--- config.mk ---
export PLATFORM = sky130hd
export DESIGN_NAME = param_stack_flat
export DESIGN_NICKNAME = d
export VERILOG_FILES = /design/src/rtl/param_stack_if.sv /design/src/rtl/param_stack.sv /design/src/flat_wrapper.sv
export SDC_FILE = /design/constraint.sdc
export NUM_CORES = 1
export LEC_CHECK = 0
export ABC_AREA = 1
export ABC_CLOCK_PERIOD_IN_PS = 2800
export BUFFER_PORTS_ARGS = -buffer_cell sky130_fd_sc_hd__buf_2
export CAP_MARGIN = 20
export CORE_MARGIN = 8
export CORE_UTILIZATION = 30
export DETAILED_ROUTE_END_ITERATION = 8
export GPL_TIMING_DRIVEN = 1
export SLEW_MARGIN = 0
export SYNTH_ARGS = -nofsm -noshare
export SYNTH_HDL_FRONTEND = slang
export SYNTH_SLANG_ARGS = --single-unit
--- constraint.sdc ---
create_clock -name CLK -period 2.8 [get_ports CLK]
set_input_delay 0.14 -clock CLK [delete_from_list [all_inputs] [get_ports CLK]]
set_output_delay 0.14 -clock CLK [all_outputs]
set_load 0.01 [all_outputs]
--- src/rtl/param_stack_if.sv ---
// Bus bundle for param_stack: command/data inputs from the owner, stack status back.
// Handshake: there is no ready/valid pair; a command (PUSH, POP, SOFT_CLR, CLR_ERR)
// is accepted on every rising edge with CE=1, and overflow/underflow are reported
// afterwards through the sticky OVF/UNF flags rather than by back-pressure.
interface param_stack_if #(
    parameter int DATA_WIDTH = 8,
    parameter int DEPTH      = 8
);
    localparam int CNT_W = $clog2(DEPTH + 1);

    logic                  CE;
    logic                  SOFT_CLR;
    logic                  PUSH;
    logic                  POP;
    logic                  CLR_ERR;
    logic [DATA_WIDTH-1:0] DATA_IN;
    logic [CNT_W-1:0]      PEEK_IDX;
    logic [DATA_WIDTH-1:0] DATA_OUT;
    logic [DATA_WIDTH-1:0] PEEK_OUT;
    logic                  PEEK_VALID;
    logic [CNT_W-1:0]      LEVEL;
    logic                  EMPTY;
    logic                  FULL;
    logic                  OVF;
    logic                  UNF;

    modport master (
        output CE, SOFT_CLR, PUSH, POP, CLR_ERR, DATA_IN, PEEK_IDX,
        input  DATA_OUT, PEEK_OUT, PEEK_VALID, LEVEL, EMPTY, FULL, OVF, UNF
    );

    modport slave (
        input  CE, SOFT_CLR, PUSH, POP, CLR_ERR, DATA_IN, PEEK_IDX,
        output DATA_OUT, PEEK_OUT, PEEK_VALID, LEVEL, EMPTY, FULL, OVF, UNF
    );
endinterface

--- src/rtl/param_stack.sv ---
// Parametrised LIFO call/data stack with replace-top, indexed peek, level count
// and sticky overflow/underflow flags.
module param_stack #(
    parameter int DATA_WIDTH = 8,
    parameter int DEPTH      = 8
) (
    input  logic         CLK,
    input  logic         nRST,
    param_stack_if.slave bus
);
    localparam int CNT_W = $clog2(DEPTH + 1);
    localparam int AW    = (DEPTH > 1) ? $clog2(DEPTH) : 1;

    logic [DATA_WIDTH-1:0] mem [DEPTH];
    logic [CNT_W-1:0]      level;
    logic                  ovf;
    logic                  unf;

    logic                  empty;
    logic                  full;
    logic                  push_only;
    logic                  pop_only;
    logic                  replace;
    logic                  wr_en;
    logic [AW-1:0]         wr_idx;
    logic [AW-1:0]         top_idx;
    logic [AW-1:0]         peek_idx;
    logic [CNT_W-1:0]      level_nxt;
    logic                  ovf_set;
    logic                  unf_set;

    assign empty     = (level == '0);
    assign full      = (level == CNT_W'(DEPTH));
    assign top_idx   = AW'(level - CNT_W'(1));
    assign peek_idx  = AW'(level - CNT_W'(1) - bus.PEEK_IDX);

    // SOFT_CLR masks the push/pop decode so it can neither move data nor raise errors.
    assign push_only = bus.PUSH & ~bus.POP & ~bus.SOFT_CLR;
    assign pop_only  = bus.POP & ~bus.PUSH & ~bus.SOFT_CLR;
    assign replace   = bus.PUSH & bus.POP & ~bus.SOFT_CLR;

    always_comb begin
        wr_en     = 1'b0;
        wr_idx    = AW'(level);
        level_nxt = level;
        ovf_set   = 1'b0;
        unf_set   = 1'b0;
        if (bus.SOFT_CLR) begin
            level_nxt = '0;
        end else if (push_only) begin
            if (full) begin
                ovf_set = 1'b1;
            end else begin
                wr_en     = 1'b1;
                level_nxt = level + CNT_W'(1);
            end
        end else if (pop_only) begin
            if (empty) begin
                unf_set = 1'b1;
            end else begin
                level_nxt = level - CNT_W'(1);
            end
        end else if (replace) begin
            // Replace-top on an empty stack degenerates into a plain push into slot 0.
            wr_en = 1'b1;
            if (empty) begin
                level_nxt = CNT_W'(1);
            end else begin
                wr_idx = top_idx;
            end
        end
    end

    always_ff @(posedge CLK or negedge nRST) begin
        if (!nRST) begin
            level <= '0;
            ovf   <= 1'b0;
            unf   <= 1'b0;
        end else if (bus.CE) begin
            level <= level_nxt;
            ovf   <= ovf_set | (ovf & ~bus.CLR_ERR);
            unf   <= unf_set | (unf & ~bus.CLR_ERR);
        end
    end

    // Entry storage is deliberately left out of reset; reads are gated by LEVEL.
    always_ff @(posedge CLK) begin
        if (bus.CE && wr_en) begin
            mem[wr_idx] <= bus.DATA_IN;
        end
    end

    assign bus.LEVEL      = level;
    assign bus.EMPTY      = empty;
    assign bus.FULL       = full;
    assign bus.OVF        = ovf;
    assign bus.UNF        = unf;
    assign bus.DATA_OUT   = empty ? '0 : mem[top_idx];
    assign bus.PEEK_VALID = (bus.PEEK_IDX < level);
    assign bus.PEEK_OUT   = bus.PEEK_VALID ? mem[peek_idx] : '0;
endmodule

--- src/flat_wrapper.sv ---
// flat-port wrapper written by rule: the top's interface ports become plain ports
module param_stack_flat 
#(
    parameter int DATA_WIDTH = 8,
    parameter int DEPTH      = 8
)
  (CLK, nRST, bus_CE, bus_SOFT_CLR, bus_PUSH, bus_POP, bus_CLR_ERR, bus_DATA_IN, bus_PEEK_IDX, bus_DATA_OUT, bus_PEEK_OUT, bus_PEEK_VALID, bus_LEVEL, bus_EMPTY, bus_FULL, bus_OVF, bus_UNF);
  param_stack_if #(.DATA_WIDTH(DATA_WIDTH), .DEPTH(DEPTH)) bus_i ();
  input  logic CLK;
  input  logic nRST;
  input wire logic [$bits(bus_i.CE)-1:0] bus_CE;
  input wire logic [$bits(bus_i.SOFT_CLR)-1:0] bus_SOFT_CLR;
  input wire logic [$bits(bus_i.PUSH)-1:0] bus_PUSH;
  input wire logic [$bits(bus_i.POP)-1:0] bus_POP;
  input wire logic [$bits(bus_i.CLR_ERR)-1:0] bus_CLR_ERR;
  input wire logic [$bits(bus_i.DATA_IN)-1:0] bus_DATA_IN;
  input wire logic [$bits(bus_i.PEEK_IDX)-1:0] bus_PEEK_IDX;
  output wire logic [$bits(bus_i.DATA_OUT)-1:0] bus_DATA_OUT;
  output wire logic [$bits(bus_i.PEEK_OUT)-1:0] bus_PEEK_OUT;
  output wire logic [$bits(bus_i.PEEK_VALID)-1:0] bus_PEEK_VALID;
  output wire logic [$bits(bus_i.LEVEL)-1:0] bus_LEVEL;
  output wire logic [$bits(bus_i.EMPTY)-1:0] bus_EMPTY;
  output wire logic [$bits(bus_i.FULL)-1:0] bus_FULL;
  output wire logic [$bits(bus_i.OVF)-1:0] bus_OVF;
  output wire logic [$bits(bus_i.UNF)-1:0] bus_UNF;
  assign bus_i.CE = bus_CE;
  assign bus_i.SOFT_CLR = bus_SOFT_CLR;
  assign bus_i.PUSH = bus_PUSH;
  assign bus_i.POP = bus_POP;
  assign bus_i.CLR_ERR = bus_CLR_ERR;
  assign bus_i.DATA_IN = bus_DATA_IN;
  assign bus_i.PEEK_IDX = bus_PEEK_IDX;
  assign bus_DATA_OUT = bus_i.DATA_OUT;
  assign bus_PEEK_OUT = bus_i.PEEK_OUT;
  assign bus_PEEK_VALID = bus_i.PEEK_VALID;
  assign bus_LEVEL = bus_i.LEVEL;
  assign bus_EMPTY = bus_i.EMPTY;
  assign bus_FULL = bus_i.FULL;
  assign bus_OVF = bus_i.OVF;
  assign bus_UNF = bus_i.UNF;
  param_stack #(.DATA_WIDTH(DATA_WIDTH), .DEPTH(DEPTH)) u_core (.CLK(CLK), .nRST(nRST), .bus(bus_i));
endmodule
==> flow_summary.ini, run 1 <==
[layout]
layout.cells.most_common = sky130_fd_sc_hd__nand2_1
layout.nets = 537
layout.cells.most_common_list = 130 x sky130_fd_sc_hd__nand2_1, 70 x sky130_fd_sc_hd__nor2_1, 64 x sky130_fd_sc_hd__edfxtp_1, 48 x sky130_fd_sc_hd__o21ai_0, 43 x sky130_fd_sc_hd__buf_2
final_core_util_pct = 37.3
drive_above_1_share_pct = 20.0
areaGrowthSynthToFinish_pct = 21.0
number_of_inserted_diodes = 0

[place]
globalplace.congestion = 0.847
port_buffer_count = 43
place.detailed.hpwl_mm = 8.02
place_worst_setup_slack_ns = 0.421

[floorplan]
placeableCoreArea_sq_um = 12600
row_count = 41
die_x_extent_um = 130
die_area_sq_um = 16900
io_pins = 44
die_height_um = 130
initial_utilization_pct = 30.8

[critical_path]
worst-endpoint-required_ns = 2.66
critical_path_class = reg -> out
path_max_fanout = 17
cp.buffers_inverters = 3
cp.depth = 9
worst-endpoint-arrival_ns = 2.51
worst-r2r-cell-count = 9
crit_path_max_incr_delay_ns = 0.57
worst_path_dominant_cell_family = adder cells
critical_path.most_common_cell = sky130_fd_sc_hd__nand2_1
cp-end-kind = primary output
cp_cell_sequence = inv_1, ha_1, fa_2, buf_8, o211ai_1, nand2_1, nand2_1, a21oi_2, buf_2
timing.critical_path.from_type = register
worst_path_max_delay_cell = sky130_fd_sc_hd__fa_2

[flow_run]
max_cap_violations = 0

[global_route]
globalRoute.totalOverflow = 0
first_global_vias = 3253
global_route_wire_length_before_repair_mm = 18.0
grt_antenna_before_repair = 1
track_usage_pct = 14.3
grt_max_degree = 36

[clock_network]
cts-root-to-sink-buffers = 2
cts_inserted_buffers = 9
clock_sink_count = 70
cts.reportedPaths.clkPinSlew_ns = 0.06
cts.root.buffer_cell = sky130_fd_sc_hd__clkbuf_16
htree_levels = 3
tritoncts = done
insertion_delay_to_the_later_sink_of_the_worst_skew_pair_ns = 0.33

[sta]
rsz0062_at_grt = false
count_of_final_hold_check_violations = 0
max_slew.worst_pin.slew_ns = 0.391
worst_slew_margin_rel_pct = 73.9
final.setup_skew_ns = 0.00501
report.final.setup_viol = 0
fin_ws_ns = 0.149
setup_total_negative_slack_ns = 0
slew_viol_final = 0
layout_min_cycle_time_ns = 2.65
timing.fmax_mhz = 377
final.period_utilization_pct = 94.7
worst_hold_slack_ns = 0.0652

[pwr]
ir_drop_mv = 0.452
power.static_leakage_uw = 0.00199
power.density_cell_area_nw_per_um2 = 871
power.total_uw = 4100

[logic_synthesis]
syn-mean-instance-area_sq_um = 8.51
post_synthesis_sequential_element_count = 70
cells_after_synthesis = 457
synthesis.area_sq_um = 3890
net_count_synth = 484
yosysWarnings = 0
count_of_distinct_cell_types_in_the_synthesized_netlist = 34
synth_sequential_area_ratio_pct = 53.3

[worst_hold_path]
min_path_cells = 2
timing.hold.worst.class = in -> reg

[routing]
routed-via-count = 3461
post_drt_wl_per_cell_um = 17.1
wl_mm = 11.8
drc = 0
detail_route.vias_per_cell = 5.04
dr.pass1.iters = 5
drt_first_iter_violations = 324
final_antenna_net_count = 0

[status]
run_status = finished, final reports clean
area by class of cell:
| type | instances | area (sq um) |
|---|---|---|
| well taps | 172 | 215 |
| fillers | 1318 | 7920 |
| inverters | 25 | 100 |
| multi-input cells | 339 | 1610 |
| repair buffers | 65 | 403 |
| flip-flops and latches | 70 | 2070 |
| clock inverters | 7 | 72.6 |
| clock buffers | 9 | 225 |
registers in the layout, indices dropped and copies added, names as in the netlist:
signal and cells:
u_core.mem 64, u_core.bus.UNF 1, u_core.bus.LEVEL 4, u_core.bus.OVF 1
per-layer routing:
metal / share of wire (%) / global-route usage [%]
met5: 0.11 / 0
met4: 1.7 / 5.40
met3: 9.5 / 3.51
met2: 47 / 23.2
met1: 42 / 18.0
cell families (layout without fill, tap and decap cells):
| kind of cell | after synthesis | in the layout | synth area share, % |
|---|---|---|---|
| simple gates | 249 | 249 | 26.4 |
| compound gates | 77 | 77 | 11.1 |
| flops | 70 | 70 | 53.3 |
| buf+inv | 48 | 106 | 5.34 |
| fa+ha+maj | 8 | 8 | 2.77 |
| xor+xnor | 5 | 5 | 1.13 |
Yosys cell counts:
library cell	count	area share [%]
sky130_fd_sc_hd__nand2_1	130	13
sky130_fd_sc_hd__buf_4	2	0.39
sky130_fd_sc_hd__a21oi_2	1	0.23
sky130_fd_sc_hd__nor2_2	2	0.32
sky130_fd_sc_hd__inv_2	2	0.19
sky130_fd_sc_hd__fa_1	1	0.51
sky130_fd_sc_hd__inv_1	22	2.1
sky130_fd_sc_hd__o21bai_1	1	0.19
sky130_fd_sc_hd__clkbuf_1	12	1.2
sky130_fd_sc_hd__nand2_4	2	0.58
sky130_fd_sc_hd__ha_1	7	2.3
sky130_fd_sc_hd__o21ai_0	48	6.2
sky130_fd_sc_hd__a31oi_1	1	0.16
sky130_fd_sc_hd__xnor2_1	1	0.23
sky130_fd_sc_hd__nand2_2	4	0.64
sky130_fd_sc_hd__dfrtp_1	6	3.9
sky130_fd_sc_hd__xor2_1	4	0.90
sky130_fd_sc_hd__buf_6	1	0.29
sky130_fd_sc_hd__a21o_1	1	0.19
sky130_fd_sc_hd__edfxtp_1	64	49
sky130_fd_sc_hd__a22o_1	1	0.23
sky130_fd_sc_hd__a21oi_1	7	0.90
sky130_fd_sc_hd__o211ai_1	4	0.77
sky130_fd_sc_hd__nor3_1	1	0.13
sky130_fd_sc_hd__o21ai_1	2	0.26
sky130_fd_sc_hd__and3_1	1	0.16
sky130_fd_sc_hd__nand3_1	35	4.5
sky130_fd_sc_hd__o21ai_2	3	0.68
sky130_fd_sc_hd__o22ai_1	8	1.3
sky130_fd_sc_hd__nand3_2	2	0.51
sky130_fd_sc_hd__or2_2	1	0.16
sky130_fd_sc_hd__inv_4	1	0.16
sky130_fd_sc_hd__nor2_1	71	6.9
sky130_fd_sc_hd__buf_2	8	1.0
where the power goes:
group          internal, uW  switching (uW)
clock network           691             453
registers              1170            23.9
logic                   604            1150
total                  2470            1630
path summary, 6_finish.rpt:
check / start / endpoint / slack [ns]
worst max-delay path: u_core.bus.LEVEL[1] / bus_PEEK_OUT[6] / 0.15
worst min-delay path: bus_CE / u_core.bus.OVF / 0.07
worst max register to register: u_core.bus.LEVEL[1] / u_core.mem[5][1] / 0.48
worst min register to register: u_core.bus.UNF / u_core.bus.UNF / 0.49
max in group asynchronous: nRST / u_core.bus.LEVEL[1] / 2.46
min in group asynchronous: nRST / u_core.bus.LEVEL[3] / 0.17
stage by stage:
step | area, sq um | std cells
6_report | 4700 | 687
4_1_cts | 4690 | 687
3_3_place_gp | 4380 | 670
3_5_place_dp | 4380 | 670
5_1_grt | 4700 | 687
2_1_floorplan | 3890 | 457
worst register-to-register path: cells and delay by family, from the launching register on:
kind | cells | cell delay [ns]
flops | 1 | 0.43
fa+ha+maj | 1 | 0.25
buf+inv | 3 | 0.62
compound gates | 1 | 0.29
simple gates | 4 | 0.42
what timing repair did:
item,in CTS,in global routing
setup endpoints to repair,0,8
hold endpoints to repair,6,0
resized for setup,0,8
buffers inserted,0,0
hold buffers,1,0
Power figures use the tool's default switching activity.
==> inputs of run 2 (changes only) <==
HOLD_SLACK_MARGIN = 0.12   (was default)
==> flow_summary.ini, run 2 (synthesis gave the netlist of run 1 again) <==
[sta]
rsz0062_at_grt = false
count_of_final_hold_check_violations = 0
worst_slew_margin_rel_pct = 74.0
max_slew.worst_pin.slew_ns = 0.389
fin_ws_ns = 0.157
final.setup_skew_ns = 0.00563
setup_total_negative_slack_ns = 0
final.period_utilization_pct = 94.4
report.final.setup_viol = 0
layout_min_cycle_time_ns = 2.64
timing.fmax_mhz = 378
slew_viol_final = 0

[routing]
wl_mm = 11.8
post_drt_wl_per_cell_um = 17.0
drc = 0
routed-via-count = 3482
dr.pass1.iters = 5
drt_first_iter_violations = 291
final_antenna_net_count = 0
detail_route.vias_per_cell = 5.00

[critical_path]
worstReg2RegStart = u_core.bus.LEVEL[1]
path_max_fanout = 17
cp-end-kind = primary output
critical_path_class = reg -> out
timing.critical_path.from_type = register
cp_cell_sequence = inv_1, ha_1, fa_2, buf_8, o211ai_1, nand2_1, nand2_1, a21oi_2, buf_2
worst-r2r-cell-count = 9
worst_path_max_delay_cell = sky130_fd_sc_hd__fa_2
crit_path_max_incr_delay_ns = 0.57
critical_path.most_common_cell = sky130_fd_sc_hd__nand2_1
critical_path.endpoint = bus_PEEK_OUT[6]
worstReg2RegEnd = u_core.mem[5][1]
crit_start = u_core.bus.LEVEL[1]
worst-endpoint-required_ns = 2.66
rrSetupSlack_ns = 0.48
worst-endpoint-arrival_ns = 2.50

[clock_network]
postCtsSetupRepairBufs = 0
cts-root-to-sink-buffers = 2
insertion_delay_to_the_later_sink_of_the_worst_skew_pair_ns = 0.33
clock_sink_count = 70
cts.root.buffer_cell = sky130_fd_sc_hd__clkbuf_16
htree_levels = 3
tritoncts = done
cts.reportedPaths.clkPinSlew_ns = 0.06
cts_inserted_buffers = 9

[layout]
largest_register = u_core.mem
layout.nets = 546
finalInstanceArea_sq_um = 4790
areaGrowthSynthToFinish_pct = 23.3
number_of_inserted_diodes = 0
drive_above_1_share_pct = 19.7
largest_register_ffs = 64
final_core_util_pct = 38.0
layout.cells.most_common_list = 130 x sky130_fd_sc_hd__nand2_1, 70 x sky130_fd_sc_hd__nor2_1, 64 x sky130_fd_sc_hd__edfxtp_1, 48 x sky130_fd_sc_hd__o21ai_0, 43 x sky130_fd_sc_hd__buf_2
layout.cells.most_common = sky130_fd_sc_hd__nand2_1
number_of_fill_cells_in_the_layout = 1314
final_cell_count_without_fillers = 696

[floorplan]
initial_utilization_pct = 30.8
placeableCoreArea_sq_um = 12600
io_pins = 44
die_area_sq_um = 16900
row_count = 41
die_height_um = 130
die_x_extent_um = 130

[pwr]
power.density_cell_area_nw_per_um2 = 857
ir_drop_mv = 0.455
power.static_leakage_uw = 0.00203

[worst_hold_path]
min_path_cells = 1
timing.hold.worst.class = in -> reg

[place]
globalplace.congestion = 0.847
numPlacedInstances = 670
place.detailed.hpwl_mm = 8.02
place_worst_setup_slack_ns = 0.421
placed_cell_area_sq_um = 4380
port_buffer_count = 43

[global_route]
first_global_vias = 3306
grt_antenna_before_repair = 0
track_usage_pct = 14.3
grt_max_degree = 36
global_route_wire_length_before_repair_mm = 18.1
globalRoute.totalOverflow = 0

[status]
run_status = finished, final reports clean

[flow_run]
max_cap_violations = 0
==> run 2: what timing repair did <==
item,in CTS,in global routing
hold endpoints to repair,64,0
endpoints found under the setup margin,0,8
hold buffers,10,0
resized for setup,0,8
==> run 2: worst min path at each step <==
stage	from	endpoint	slack [ns]
after CTS	bus_DATA_IN[6]	u_core.mem[6][6]	0.12
after global placement	nRST	u_core.bus.LEVEL[3]	-0.02
final	bus_DATA_IN[6]	u_core.mem[6][6]	0.14
after floorplan	nRST	u_core.bus.LEVEL[0]	-0.16
after global routing	bus_DATA_IN[6]	u_core.mem[7][6]	0.13
after detailed placement	nRST	u_core.bus.LEVEL[0]	-0.02
==> run 2: worst max-delay path: cells and delay by family (launching register included) <==
family	cells	cell delay, ns
DFF	1	0.43
buffers and inverters	3	0.45
AOI/OAI and AO/OA	2	0.29
adders and majority gates	2	0.83
and+or+nand+nor	2	0.15
==> run 2: layout make-up <==
class / count / area (sq um) / area share [%]
sequential: 70 / 2070 / 43.3
multi-input combinational: 339 / 1610 / 33.7
timing repair buffer: 74 / 493 / 10.3
clock buffer: 9 / 225 / 4.70
tap: 172 / 215 / 4.49
inverter: 25 / 100 / 2.09
clock inverter: 7 / 72.6 / 1.51
==> run 2: where the power goes <==
part           total [uW]  internal [uW]  switching, uW
Combinational        1770            612           1150
Clock                1150            691            457
Sequential           1200           1170           24.0
Total                4110           2480           1630
==> run 2: routing by layer <==
layer  global-route usage [%]  up-vias  share of wire [%]
li1                         -     1657                  -
met1                     18.1     1678                 43
met2                     23.3      131                 47
met3                     3.35       16                8.5
met4                     5.40        0                1.4
met5                        0        -                  0
==> run 2: metrics by stage <==
step                hold WS, ns  total power [uW]
finish                    0.139              4110
global route              0.134              4370
CTS                       0.123              4100
detailed placement      -0.0184              2930
global placement        -0.0201              2920
floorplan                -0.156              2330
==> inputs of run 3 (changes only) <==
ABC_CLOCK_PERIOD_IN_PS = 3190   (was 2800)
REMOVE_ABC_BUFFERS = 1   (was default)
clock period = 3.19 ns   (was 2.8 ns; I/O delays follow)
==> flow_summary.ini, run 3 (synthesis gave the netlist of run 1 again) <==
[global_route]
globalRoute.totalOverflow = 0
grt_antenna_before_repair = 0
first_global_vias = 3369
grt_max_degree = 41
global_route_wire_length_before_repair_mm = 17.6
track_usage_pct = 13.8

[sta]
setup_total_negative_slack_ns = 0
worst_slew_margin_rel_pct = 33.4
final.setup_skew_ns = 0.00465
timing.fmax_mhz = 342
report.final.setup_viol = 0
final.period_utilization_pct = 91.6
slew_viol_final = 0
count_of_final_hold_check_violations = 0
rsz0062_at_grt = false
worst_hold_slack_ns = 0.120
max_slew.worst_pin.slew_ns = 0.996
layout_min_cycle_time_ns = 2.92

[floorplan]
die_x_extent_um = 130
io_pins = 44
die_height_um = 130
initial_utilization_pct = 30.8
placeableCoreArea_sq_um = 12600
die_area_sq_um = 16900
row_count = 41

[critical_path]
worst_path_dominant_cell_family = adder cells
cp-end-kind = primary output
cp_cell_sequence = inv_1, ha_2, fa_1, xor2_1, nand2_4, nand2_4, inv_4, nand2_1, nand2_1, nor2_1, buf_2
worst-endpoint-required_ns = 3.03
cp.buffers_inverters = 3
critical_path_class = reg -> out
worst_path_max_delay_cell = sky130_fd_sc_hd__fa_1
crit_path_max_incr_delay_ns = 0.48
path_max_fanout = 13
timing.critical_path.from_type = register
worst-endpoint-arrival_ns = 2.76

[layout]
number_of_inserted_diodes = 0
final_core_util_pct = 38.1
layout.cells.most_common_list = 130 x sky130_fd_sc_hd__nand2_1, 71 x sky130_fd_sc_hd__nor2_1, 64 x sky130_fd_sc_hd__edfxtp_1, 48 x sky130_fd_sc_hd__o21ai_0, 43 x sky130_fd_sc_hd__buf_2
largest_register = u_core.mem
areaGrowthSynthToFinish_pct = 23.7
layout.nets = 542
drive_above_1_share_pct = 18.7
layout.cells.most_common = sky130_fd_sc_hd__nand2_1
largest_register_ffs = 64

[clock_network]
htree_levels = 3
insertion_delay_to_the_later_sink_of_the_worst_skew_pair_ns = 0.33
cts.reportedPaths.clkPinSlew_ns = 0.06
cts-root-to-sink-buffers = 2
cts_inserted_buffers = 9
clock_sink_count = 70
tritoncts = done
cts.root.buffer_cell = sky130_fd_sc_hd__clkbuf_16

[routing]
routed-via-count = 3438
drc = 0
drt_first_iter_violations = 330
dr.pass1.iters = 5
final_antenna_net_count = 0
detail_route.vias_per_cell = 4.97
post_drt_wl_per_cell_um = 16.3
wl_mm = 11.3

[status]
run_status = finished, final reports clean

[place]
globalplace.congestion = 0.818
place.detailed.hpwl_mm = 7.36
port_buffer_count = 43

[flow_run]
max_cap_violations = 0

[pwr]
power.static_leakage_uw = 0.00204
ir_drop_mv = 0.324
power.density_cell_area_nw_per_um2 = 778

[worst_hold_path]
timing.hold.worst.class = in -> reg
==> run 3: cell types whose count changed in the layout (fill, tap and decap cells not counted), moves of 2 or more <==
cell                        delta
sky130_fd_sc_hd__buf_4         -3
sky130_fd_sc_hd__bufinv_16     +2
sky130_fd_sc_hd__dfrtp_1       +2
sky130_fd_sc_hd__dfrtp_2       -2
==> run 3: layout make-up <==
class                      instances  area (sq um)
multi-input combinational        339          1610
inverter                          25           100
fill                            1261          7810
sequential                        70          2070
tap                              172           215
timing repair buffer              70           465
clock buffer                       9           225
clock inverter                     7           121
==> run 3: routing by layer <==
metal	share of wire (%)	vias up	track usage (%)
li1	-	1651	-
met1	42	1636	16.3
met2	50	136	23.7
met3	6.8	15	2.49
met4	1.7	0	6.56
met5	0	-	0
==> run 3: what timing repair did <==
| item | CTS | global route |
|---|---|---|
| endpoints found under the setup margin | 3 | 6 |
| setup buffers | 1 | 0 |
| hold endpoints to repair | 63 | 0 |
| resized for setup | 1 | 1 |
| hold buffers | 9 | 0 |
==> run 3: path summary, 6_finish.rpt <==
path | startpoint | end | slack [ns] | cells after the start
worst max-delay path | u_core.bus.LEVEL[1] | bus_PEEK_OUT[1] | 0.27 | 11
worst min-delay path | bus_DATA_IN[3] | u_core.mem[5][3] | 0.12 | 1
worst max register to register | u_core.bus.LEVEL[1] | u_core.mem[2][7] | 0.57 | 10
worst min register to register | u_core.bus.UNF | u_core.bus.UNF | 0.51 | 2
max in group asynchronous | nRST | u_core.bus.OVF | 2.85 | 2
min in group asynchronous | nRST | u_core.bus.LEVEL[1] | 0.19 | 2
==> run 3: report_power, final <==
group          internal, uW  switching, uW
Clock                   767            391
Combinational           532            999
Sequential             1030           23.0
==> run 3: per-stage QoR <==
step | setup WS (ns) | instance area (sq um) | total power [uW] | std cells
floorplan | -0.444 | 3780 | 1980 | 434
global placement | 0.361 | 4350 | 2520 | 666
detailed placement | 0.305 | 4350 | 2540 | 666
CTS | 0.0970 | 4810 | 3740 | 692
global route | 0.0566 | 4810 | 3960 | 692
finish | 0.269 | 4810 | 3740 | 692
